`config.mk`:
```
export PLATFORM = sky130hd
export DESIGN_NAME = pkt_port_arbiter_flat
export DESIGN_NICKNAME = d
export VERILOG_FILES = /design/src/rtl/pkt_port_arbiter_if.sv /design/src/rtl/pkt_port_arbiter.sv /design/src/flat_wrapper.sv
export SDC_FILE = /design/constraint.sdc
export NUM_CORES = 1
export LEC_CHECK = 0
export CORE_AREA = 2 2 171 173
export CTS_CLUSTER_DIAMETER = 200
export DETAILED_ROUTE_END_ITERATION = 12
export DIE_AREA = 0 0 173 175
export PLACE_DENSITY = 0.65
export SYNTH_ARGS = -nofsm -noshare
export SYNTH_HDL_FRONTEND = slang
export SYNTH_SLANG_ARGS = --single-unit
```
`constraint.sdc`:
```
create_clock -name clk -period 10.9 [get_ports clk]
set_input_delay 2.18 -clock clk [delete_from_list [all_inputs] [get_ports clk]]
set_output_delay 2.18 -clock clk [all_outputs]
set_load 0.02 [all_outputs]
```
`src/rtl/pkt_port_arbiter_if.sv`:
```
// pkt_port_arbiter_if
//   Bundles every data, handshake, control and status signal of the
//   packet port arbiter so the design and its environment connect
//   through one port.
//
//   Signals:
//     in_data/in_ctrl/in_wr   per-input word, ctrl and write strobe
//                             (channel i at [i*W +: W])
//     in_rdy                  per-input ready back to the sources
//     out_data/out_ctrl       registered output word and ctrl
//     out_wr                  output write strobe
//     out_rdy                 downstream ready
//     mode                    00 fixed select, 01 round-robin, 1x halt
//     select                  input index used in fixed mode
//     grant                   index of the current/last granted input
//     pkt_done                pulse alongside the last word of a packet
//     pkt_cnt                 per-input saturating packet counters
//
//   Modports: master = sources/downstream/control side, slave = arbiter.
interface pkt_port_arbiter_if #(
    parameter int DATA_WIDTH = 64,
    parameter int CTRL_WIDTH = DATA_WIDTH / 8,
    parameter int NUM_INPUTS = 4,
    parameter int SEL_WIDTH  = 2,
    parameter int CNT_WIDTH  = 16
);
    logic [NUM_INPUTS*DATA_WIDTH-1:0] in_data;
    logic [NUM_INPUTS*CTRL_WIDTH-1:0] in_ctrl;
    logic [NUM_INPUTS-1:0]            in_wr;
    logic [NUM_INPUTS-1:0]            in_rdy;
    logic [DATA_WIDTH-1:0]            out_data;
    logic [CTRL_WIDTH-1:0]            out_ctrl;
    logic                             out_wr;
    logic                             out_rdy;
    logic [1:0]                       mode;
    logic [SEL_WIDTH-1:0]             select;
    logic [SEL_WIDTH-1:0]             grant;
    logic                             pkt_done;
    logic [NUM_INPUTS*CNT_WIDTH-1:0]  pkt_cnt;

    modport master (
        output in_data, in_ctrl, in_wr, out_rdy, mode, select,
        input  in_rdy, out_data, out_ctrl, out_wr, grant, pkt_done, pkt_cnt
    );

    modport slave (
        input  in_data, in_ctrl, in_wr, out_rdy, mode, select,
        output in_rdy, out_data, out_ctrl, out_wr, grant, pkt_done, pkt_cnt
    );
endinterface

```
`src/rtl/pkt_port_arbiter.sv`:
```
// pkt_port_arbiter
//   N-input to 1-output packet multiplexer. Inputs are switched only on
//   packet boundaries; the input choice comes from a fixed select, a
//   round-robin poll, or is blocked entirely (halt). Each forwarded
//   packet bumps a saturating per-input counter.
//
//   Ports:
//     clk    clock
//     reset  asynchronous active-high reset
//     bus    pkt_port_arbiter_if.slave (see interface for signal list)
//
//   Packet framing: a packet starts with ctrl!=0 header words, then
//   ctrl==0 payload words; the first ctrl!=0 word after payload is the
//   last word and is forwarded. Accepted words appear on the output one
//   cycle later.
module pkt_port_arbiter #(
    parameter int DATA_WIDTH = 64,
    parameter int CTRL_WIDTH = DATA_WIDTH / 8,
    parameter int NUM_INPUTS = 4,
    parameter int SEL_WIDTH  = 2,
    parameter int CNT_WIDTH  = 16
) (
    input logic             clk,
    input logic             reset,
    pkt_port_arbiter_if.slave bus
);
    // Index space covered by SEL_WIDTH; slots beyond NUM_INPUTS read as idle.
    localparam int SLOTS = 2 ** SEL_WIDTH;

    typedef enum logic [1:0] {IDLE, HDR, PAY} state_t;

    state_t                 state_reg;
    logic [SEL_WIDTH-1:0]   cand_reg;
    logic [SEL_WIDTH-1:0]   grant_reg;
    logic [DATA_WIDTH-1:0]  out_data_reg;
    logic [CTRL_WIDTH-1:0]  out_ctrl_reg;
    logic                   out_wr_reg;
    logic                   pkt_done_reg;
    logic [CNT_WIDTH-1:0]   cnt_reg [NUM_INPUTS];

    logic [DATA_WIDTH-1:0]  ch_data [SLOTS];
    logic [CTRL_WIDTH-1:0]  ch_ctrl [SLOTS];
    logic                   ch_wr   [SLOTS];

    // Unpack the flat input buses into per-channel arrays.
    generate
        for (genvar gi = 0; gi < SLOTS; gi++) begin : g_unpack
            if (gi < NUM_INPUTS) begin : g_real
                assign ch_data[gi] = bus.in_data[gi*DATA_WIDTH +: DATA_WIDTH];
                assign ch_ctrl[gi] = bus.in_ctrl[gi*CTRL_WIDTH +: CTRL_WIDTH];
                assign ch_wr[gi]   = bus.in_wr[gi];
            end else begin : g_pad
                assign ch_data[gi] = '0;
                assign ch_ctrl[gi] = '0;
                assign ch_wr[gi]   = 1'b0;
            end
        end
    endgenerate

    logic                  fixed_mode;
    logic                  rr_mode;
    logic                  sel_valid;
    logic                  permit;
    logic                  rdy_any;
    logic [SEL_WIDTH-1:0]  cand_eff;
    logic                  accept;
    logic                  ctrl_nz;
    logic                  last_word;
    logic [SEL_WIDTH-1:0]  cand_inc;
    logic [SEL_WIDTH-1:0]  grant_inc;

    assign fixed_mode = (bus.mode == 2'b00);
    assign rr_mode    = (bus.mode == 2'b01);
    // An out-of-range select in fixed mode behaves like halt.
    assign sel_valid  = (int'(bus.select) < NUM_INPUTS);

    // In fixed mode the candidate tracks select directly while idle so a
    // freshly written select is honoured in the same cycle.
    assign cand_eff = (state_reg == IDLE && fixed_mode) ? bus.select : cand_reg;

    // Mid-packet the locked input keeps flowing regardless of mode.
    assign permit  = (state_reg != IDLE) || (fixed_mode && sel_valid) || rr_mode;
    assign rdy_any = bus.out_rdy && permit && !reset;

    generate
        for (genvar gi = 0; gi < NUM_INPUTS; gi++) begin : g_rdy
            assign bus.in_rdy[gi] = rdy_any && (cand_eff == SEL_WIDTH'(gi));
        end
    endgenerate

    assign accept    = rdy_any && ch_wr[cand_eff];
    assign ctrl_nz   = |ch_ctrl[cand_eff];
    assign last_word = accept && (state_reg == PAY) && ctrl_nz;

    assign cand_inc  = (cand_reg == SEL_WIDTH'(NUM_INPUTS - 1)) ? '0
                                                                : cand_reg + SEL_WIDTH'(1);
    assign grant_inc = (grant_reg == SEL_WIDTH'(NUM_INPUTS - 1)) ? '0
                                                                 : grant_reg + SEL_WIDTH'(1);

    always_ff @(posedge clk or posedge reset) begin
        if (reset) begin
            state_reg    <= IDLE;
            cand_reg     <= '0;
            grant_reg    <= '0;
            out_data_reg <= '0;
            out_ctrl_reg <= '0;
            out_wr_reg   <= 1'b0;
            pkt_done_reg <= 1'b0;
            for (int i = 0; i < NUM_INPUTS; i++) begin
                cnt_reg[i] <= '0;
            end
        end else begin
            out_wr_reg   <= accept;
            pkt_done_reg <= last_word;
            // Output data only moves on an accept; otherwise it holds.
            if (accept) begin
                out_data_reg <= ch_data[cand_eff];
                out_ctrl_reg <= ch_ctrl[cand_eff];
            end

            case (state_reg)
                IDLE: begin
                    if (accept) begin
                        grant_reg <= cand_eff;
                        cand_reg  <= cand_eff;
                        // A ctrl==0 first word is a malformed start; treat
                        // it as payload so the next ctrl!=0 word closes it.
                        state_reg <= ctrl_nz ? HDR : PAY;
                    end else if (fixed_mode && sel_valid) begin
                        cand_reg <= bus.select;
                    end else if (rr_mode) begin
                        cand_reg <= cand_inc;
                    end
                end
                HDR: begin
                    if (accept && !ctrl_nz) begin
                        state_reg <= PAY;
                    end
                end
                PAY: begin
                    if (last_word) begin
                        state_reg <= IDLE;
                        // Round-robin resumes polling just after the
                        // input that was served.
                        if (rr_mode) begin
                            cand_reg <= grant_inc;
                        end
                    end
                end
                default: state_reg <= IDLE;
            endcase

            for (int i = 0; i < NUM_INPUTS; i++) begin
                if (last_word && grant_reg == SEL_WIDTH'(i) && cnt_reg[i] != '1) begin
                    cnt_reg[i] <= cnt_reg[i] + CNT_WIDTH'(1);
                end
            end
        end
    end

    assign bus.out_data = out_data_reg;
    assign bus.out_ctrl = out_ctrl_reg;
    assign bus.out_wr   = out_wr_reg;
    assign bus.grant    = grant_reg;
    assign bus.pkt_done = pkt_done_reg;

    generate
        for (genvar gi = 0; gi < NUM_INPUTS; gi++) begin : g_cnt
            assign bus.pkt_cnt[gi*CNT_WIDTH +: CNT_WIDTH] = cnt_reg[gi];
        end
    endgenerate
endmodule

```
`src/flat_wrapper.sv`:
```
// flat-port wrapper written by rule: the top's interface ports become plain ports
module pkt_port_arbiter_flat 
#(
    parameter int DATA_WIDTH = 64,
    parameter int CTRL_WIDTH = DATA_WIDTH / 8,
    parameter int NUM_INPUTS = 4,
    parameter int SEL_WIDTH  = 2,
    parameter int CNT_WIDTH  = 16
)
  (clk, reset, bus_in_data, bus_in_ctrl, bus_in_wr, bus_out_rdy, bus_mode, bus_select, bus_in_rdy, bus_out_data, bus_out_ctrl, bus_out_wr, bus_grant, bus_pkt_done, bus_pkt_cnt);
  pkt_port_arbiter_if #(.DATA_WIDTH(DATA_WIDTH), .CTRL_WIDTH(CTRL_WIDTH), .NUM_INPUTS(NUM_INPUTS), .SEL_WIDTH(SEL_WIDTH), .CNT_WIDTH(CNT_WIDTH)) bus_i ();
  input logic clk;
  input logic reset;
  input wire logic [$bits(bus_i.in_data)-1:0] bus_in_data;
  input wire logic [$bits(bus_i.in_ctrl)-1:0] bus_in_ctrl;
  input wire logic [$bits(bus_i.in_wr)-1:0] bus_in_wr;
  input wire logic [$bits(bus_i.out_rdy)-1:0] bus_out_rdy;
  input wire logic [$bits(bus_i.mode)-1:0] bus_mode;
  input wire logic [$bits(bus_i.select)-1:0] bus_select;
  output wire logic [$bits(bus_i.in_rdy)-1:0] bus_in_rdy;
  output wire logic [$bits(bus_i.out_data)-1:0] bus_out_data;
  output wire logic [$bits(bus_i.out_ctrl)-1:0] bus_out_ctrl;
  output wire logic [$bits(bus_i.out_wr)-1:0] bus_out_wr;
  output wire logic [$bits(bus_i.grant)-1:0] bus_grant;
  output wire logic [$bits(bus_i.pkt_done)-1:0] bus_pkt_done;
  output wire logic [$bits(bus_i.pkt_cnt)-1:0] bus_pkt_cnt;
  assign bus_i.in_data = bus_in_data;
  assign bus_i.in_ctrl = bus_in_ctrl;
  assign bus_i.in_wr = bus_in_wr;
  assign bus_i.out_rdy = bus_out_rdy;
  assign bus_i.mode = bus_mode;
  assign bus_i.select = bus_select;
  assign bus_in_rdy = bus_i.in_rdy;
  assign bus_out_data = bus_i.out_data;
  assign bus_out_ctrl = bus_i.out_ctrl;
  assign bus_out_wr = bus_i.out_wr;
  assign bus_grant = bus_i.grant;
  assign bus_pkt_done = bus_i.pkt_done;
  assign bus_pkt_cnt = bus_i.pkt_cnt;
  pkt_port_arbiter #(.DATA_WIDTH(DATA_WIDTH), .CTRL_WIDTH(CTRL_WIDTH), .NUM_INPUTS(NUM_INPUTS), .SEL_WIDTH(SEL_WIDTH), .CNT_WIDTH(CNT_WIDTH)) u_core (.clk(clk), .reset(reset), .bus(bus_i));
endmodule
```
== After elaboration in Yosys (flattened, before gate mapping) ==
Cells that the tools add are included.

* Input bits: 299
* Logic and storage cells: 94
* Output and inout bits: 144
* Flip-flop bits (word level): 144

* Reduce and logical (&&, ||, !) cells: 33
* Order comparisons: 1
* Multiplexer cells: 23
* Eq/ne operators: 19
* $add $sub $neg: 6
* Bitwise logic cells: 1

{| class="wikitable"
|+ Operator list
! kind !! number
|-
| $bmux W64 S2 || 1
|-
| $mux W64 || 2
|-
| $add A16 B1 Y16 const B || 4
|-
| $ne A16 B16 Y1 const B || 4
|-
| $mux W2 || 12
|-
| $logic_and A1 B1 Y1 || 19
|-
| $bmux W8 S2 || 1
|-
| $mux W8 || 2
|-
| $eq A2 B2 Y1 const B || 6
|-
| $eq A2 B1 Y1 const B || 4
|-
| $logic_not A2 Y1 || 4
|-
| $ne A2 B1 Y1 const B || 4
|-
| $reduce_or A8 Y1 || 1
|-
| $pmux W2 S3 || 1
|-
| $add A2 B1 Y2 const B || 2
|-
| $ne A4 B1 Y1 const B || 1
|-
| $pmux W2 S2 || 1
|-
| $reduce_and A4 Y1 || 1
|-
| $reduce_bool A2 Y1 || 2
|-
| $ge A3 B3 Y1 const B || 1
|-
| $not A2 Y3 || 1
|-
| $reduce_and A3 Y1 || 1
|-
| $bmux W1 S2 || 1
|-
| $logic_not A1 Y1 || 2
|-
| 3 further kinds || 5
|}

== Logic depth before layout (Yosys ltp) ==
* Depth after elaboration: 12
* Gate-level depth with buffers: 10
* Depth with buffers taken out: 8

== Worst setup path after synthesis ==
No wires, ideal clock.

* Path kind: input to output
* Start point: input port reset
* End point: output port bus_in_rdy[3]
* Arrival: 6.094 ns
* Cell stages on the path: 4
* Slack: 2.626 ns
* Required time: 8.720 ns
* Cell sequence: inv_1 -> and3_1 -> nand2_1 -> nor2_1

* Cells in the longest elaborated chain, start to end: 3

{| class="wikitable"
|+ Ends and longest elaborated chain
! element !! line !! source
|-
| start, declared || flat_wrapper.sv:13 || <nowiki>input logic reset;</nowiki>
|-
| $logic_not A1 Y1 || pkt_port_arbiter.sv:83 || <nowiki>assign rdy_any = bus.out_rdy && permit && !reset;</nowiki>
|-
| $logic_and A1 B1 Y1 || pkt_port_arbiter.sv:83 ||
|-
| $logic_and A1 B1 Y1 || pkt_port_arbiter.sv:87 || <nowiki>assign bus.in_rdy[gi] = rdy_any && (cand_eff == SEL_WIDTH'(gi));</nowiki>
|-
| end, declared || flat_wrapper.sv:20 || <nowiki>output wire logic [$bits(bus_i.in_rdy)-1:0] bus_in_rdy;</nowiki>
|}

Every way passes these cells.

== Final worst setup path ==
* Start point: input port bus_mode[0]
* End point: register u_core.cnt_reg (netlist bit u_core.bus.pkt_cnt[1])

* Cells in the longest elaborated chain, start to end: 12
* Elaborated cells between the ends (all ways): 21
* Classes of those cells: eq/ne (1); mux (7); bitwise (1); reduce/logical (12)

{| class="wikitable"
|+ Ends and longest elaborated chain
! element !! line !! source
|-
| start, declared || flat_wrapper.sv:18 || <nowiki>input wire logic [$bits(bus_i.mode)-1:0] bus_mode;</nowiki>
|-
| parallel branches: the longest is 9 deep, another holds $bmux W8 S2 || n/a ||
|-
| $logic_and A1 B1 Y1 * || pkt_port_arbiter.sv:93 || <nowiki>assign last_word = accept && (state_reg == PAY) && ctrl_nz;</nowiki>
|-
| $logic_and A1 B1 Y1 * (2 in a row) || pkt_port_arbiter.sv:154 || <nowiki>if (last_word && grant_reg == SEL_WIDTH'(i) && cnt_reg[i] != '1) begin</nowiki>
|-
| end signal, assigned by index || pkt_port_arbiter.sv:155 || <nowiki>cnt_reg[i] <= cnt_reg[i] + CNT_WIDTH'(1);</nowiki>
|-
| end, declared || pkt_port_arbiter.sv:39 || <nowiki>logic [CNT_WIDTH-1:0] cnt_reg [NUM_INPUTS];</nowiki>
|}

Every way passes the cells marked *. The select of a mux whose other input is x is not followed.
A chain may end at the register's enable or synchronous reset.

==> flow_summary.json <==
{
  "outcome": "finished, final reports clean",
  "crit_cells": 11,
  "multiInputGateArea_mm2": 0.004217,
  "rows": 62,
  "vdd_drop_max_v": 0.0001158,
  "ys_ff_latch": 144,
  "clockRootBuffer": "clkbuf_16",
  "regArea_mm2": 0.003603,
  "top_layer_used": "met5",
  "clock_sink_count": 144,
  "ioPinCount": 443,
  "dp_slack_ns": 3.549,
  "hp-class": "register to register",
  "rr_worst_depth": 10,
  "tightest_slew_ns": 1.050,
  "fp.dieArea_mm2": 0.03028,
  "fin_ws_ns": 4.111,
  "synth_largest_area_cell": "dfrtp_1",
  "slew_violations": 0,
  "synth_top_cell_area_share": 0.4501,
  "syn_nets": 885,
  "cts_tree": "built",
  "die_x_um": 173,
  "globalplace.congestion": 0.8417,
  "crit_top_cell": "buf_4",
  "max_stage_delay_ns": 0.74,
  "postSynthAreaPerCell_um2": 13.87,
  "crit_path_start_kind": "input pin",
  "cts_setup_buffers": 0,
  "setup_viol": 0,
  "grt_max_degree": 83,
  "fin_crit_sh": 0.6228,
  "worst_path_max_delay_cell": "buf_4",
  "crit_arrival_ns": 7.08,
  "post_cts_resized": 0,
  "wl_per_cell_um": 20.83,
  "cts_buffer_depth": 2,
  "drt_iter0_markers": 292,
  "synthFlopType": "dfrtp_1",
  "yosysMostFrequentCell": "dfrtp_1",
  "synth_area_mm2": 0.008005,
  "gr-usage-all-layers": 0.1939,
  "fmax_mhz": 147.3,
  "fin_skew_ns": 0.01010,
  "htreeDepth": 4,
  "synth_common_cells": "144 x dfrtp_1, 73 x mux4_2, 59 x xnor2_1, 42 x mux2_2, 40 x and3_1",
  "hold_buffers": 0,
  "drc": 0,
  "end_kind": "register",
  "portBuffers": 442,
  "route.met3.wl_um": 1714,
  "area_growth_pct": 68.24,
  "first_global_vias": 7157,
  "hold_viol": 0,
  "routed_wl_um": 29500,
  "nFillCells": 2586,
  "ys.warnings.count": 0,
  "overflow": 0,
  "worstHoldPathCells": 1,
  "synth-edff-count": 0,
  "max_slew_margin": 0.2998,
  "drv_cap": 0,
  "num_vias": 6722,
  "p_total_mw": 2.850,
  "synthTopCellsByArea": "dfrtp_1 45%, mux4_2 21%, xnor2_1 6.5%",
  "powerDensity_mw_per_mm2": 211.6,
  "route.met2.wl_um": 15690,
  "timing.final.crit_period_ns": 6.789,
  "design_area_mm2": 0.01347,
  "grt_setup_unrepaired": "no",
  "crit_buf_inv": 4,
  "synthDistinctLibCells": 36,
  "vias_per_cell": 4.747,
  "async_flop_share": 1.000,
  "clk_pin_slew_ns": 0.06,
  "crit_family": "buffers and inverters",
  "placed_area_mm2": 0.01280,
  "layout-drive-gt1-share": 0.1567,
  "hpwlAfterDp_um": 23740,
  "critPathKind": "input pin to register",
  "cts_buffers": 17,
  "die_h_um": 175,
  "grt_pass1_wl_um": 44080,
  "clock_latency_ns": 0.42,
  "yosysSeqAreaShare": 0.4501,
  "detail-route-antenna-nets": 0,
  "firstDrtPassIters": 4,
  "syn_inst": 577,
  "p_leak_nw": 5.318,
  "rrSetupSlack_ns": 5.87,
  "path_max_fanout": 61,
  "num-nets-final": 1318,
  "antenna_found_initial": 12,
  "worstPathRequired_ns": 11.19,
  "crit_chain": "clkdlybuf4s50_1 > nor4_4 > mux2i_4 > buf_4 > buf_4 > mux4_2 > nor4_4 > a211oi_4 > buf_4 > nand2_1 > mux2_2",
  "fp.coreArea_mm2": 0.02839,
  "start_util": 0.2819,
  "final.setup.tns_ns": 0,
  "drt-met1-wl_um": 11410
}
## worst paths after layout
check,from,end
worst max-delay path,bus_mode[0],u_core.bus.pkt_cnt[1]
worst min-delay path,u_core.bus.out_data[63],u_core.bus.out_data[63]
worst max register to register,u_core.state_reg[1],u_core.bus.pkt_cnt[1]
worst min register to register,u_core.bus.out_data[63],u_core.bus.out_data[63]
max in group asynchronous,reset,u_core.bus.pkt_cnt[20]
min in group asynchronous,reset,u_core.bus.out_data[54]
## cells by family (layout without fill, tap and decap cells)
| group | after synthesis | in the layout | synth area share |
|---|---|---|---|
| fa+ha+maj | 9 | 9 | 0.01407 |
| xor+xnor | 59 | 59 | 0.06455 |
| flops | 144 | 144 | 0.4501 |
| buf+inv | 41 | 485 | 0.02470 |
| mux | 156 | 156 | 0.3220 |
| other cells | 0 | 11 | 0 |
| compound gates | 14 | 14 | 0.01485 |
| simple gates | 154 | 154 | 0.1097 |
## layout make-up
class	count	area share
Timing Repair Buffer	448	0.3318
Multi-Input combinational cell	392	0.3131
Sequential cell	144	0.2676
Tap cell	384	0.03567
Clock buffer	17	0.03159
Clock inverter	13	0.01579
Inverter	7	0.002415
Antenna cell	11	0.002044
## worst reg2reg max path, cell delays in order, from the launching register on
cell      delay [ns]
dfrtp_1         0.46
nor4_4          0.48
mux2i_4         0.51
buf_4           0.58
buf_4           0.75
mux4_2          0.67
nor4_4          0.44
a211oi_4        0.10
buf_4           0.33
nand2_1         0.25
mux2_2          0.35
## cell usage in the layout, fill, tap and decap left out, types with 3 or more instances in the layout
master           instances
clkdlybuf4s50_1        442
dfrtp_1                144
mux4_2                  73
xnor2_1                 59
mux2_2                  41
and3_1                  40
nand3_1                 38
mux2_1                  37
nand2_1                 25
nand4_1                 21
clkbuf_16               17
nor2_1                  13
diode_2                 11
ha_1                     9
buf_4                    6
and4_1                   5
inv_1                    5
clkinv_4                 5
bufinv_16                5
nor2b_1                  4
o31a_1                   3
nor4_4                   3
a21oi_1                  3
mux2i_1                  3
clkinv_2                 3
## routing by layer
metal  track usage  vias up
met2        0.3485      264
met4       0.06992        2
met5             0        -
met3       0.04613       37
met1        0.2252     3333
li1              -     3086
## report_power, final
part           total, mW  internal (mW)  switching (mW)
Sequential         0.789          0.692          0.0973
Combinational       1.42          0.756           0.660
Clock              0.646          0.406           0.240
## through the flow
| step | instances | hold slack, ns | util |
|---|---|---|---|
| after floorplan | 577 | 0.5241 | - |
| after CTS | 1405 | 0.4884 | 0.4734 |
| final | 1416 | 0.4829 | 0.4744 |
| after detailed placement | 1375 | 0.4741 | 0.4509 |
| after global routing | 1414 | 0.5085 | 0.4742 |
| after global placement | 1375 | 0.4677 | 0.4509 |
Note: power is estimated with default switching activity, not from simulation.
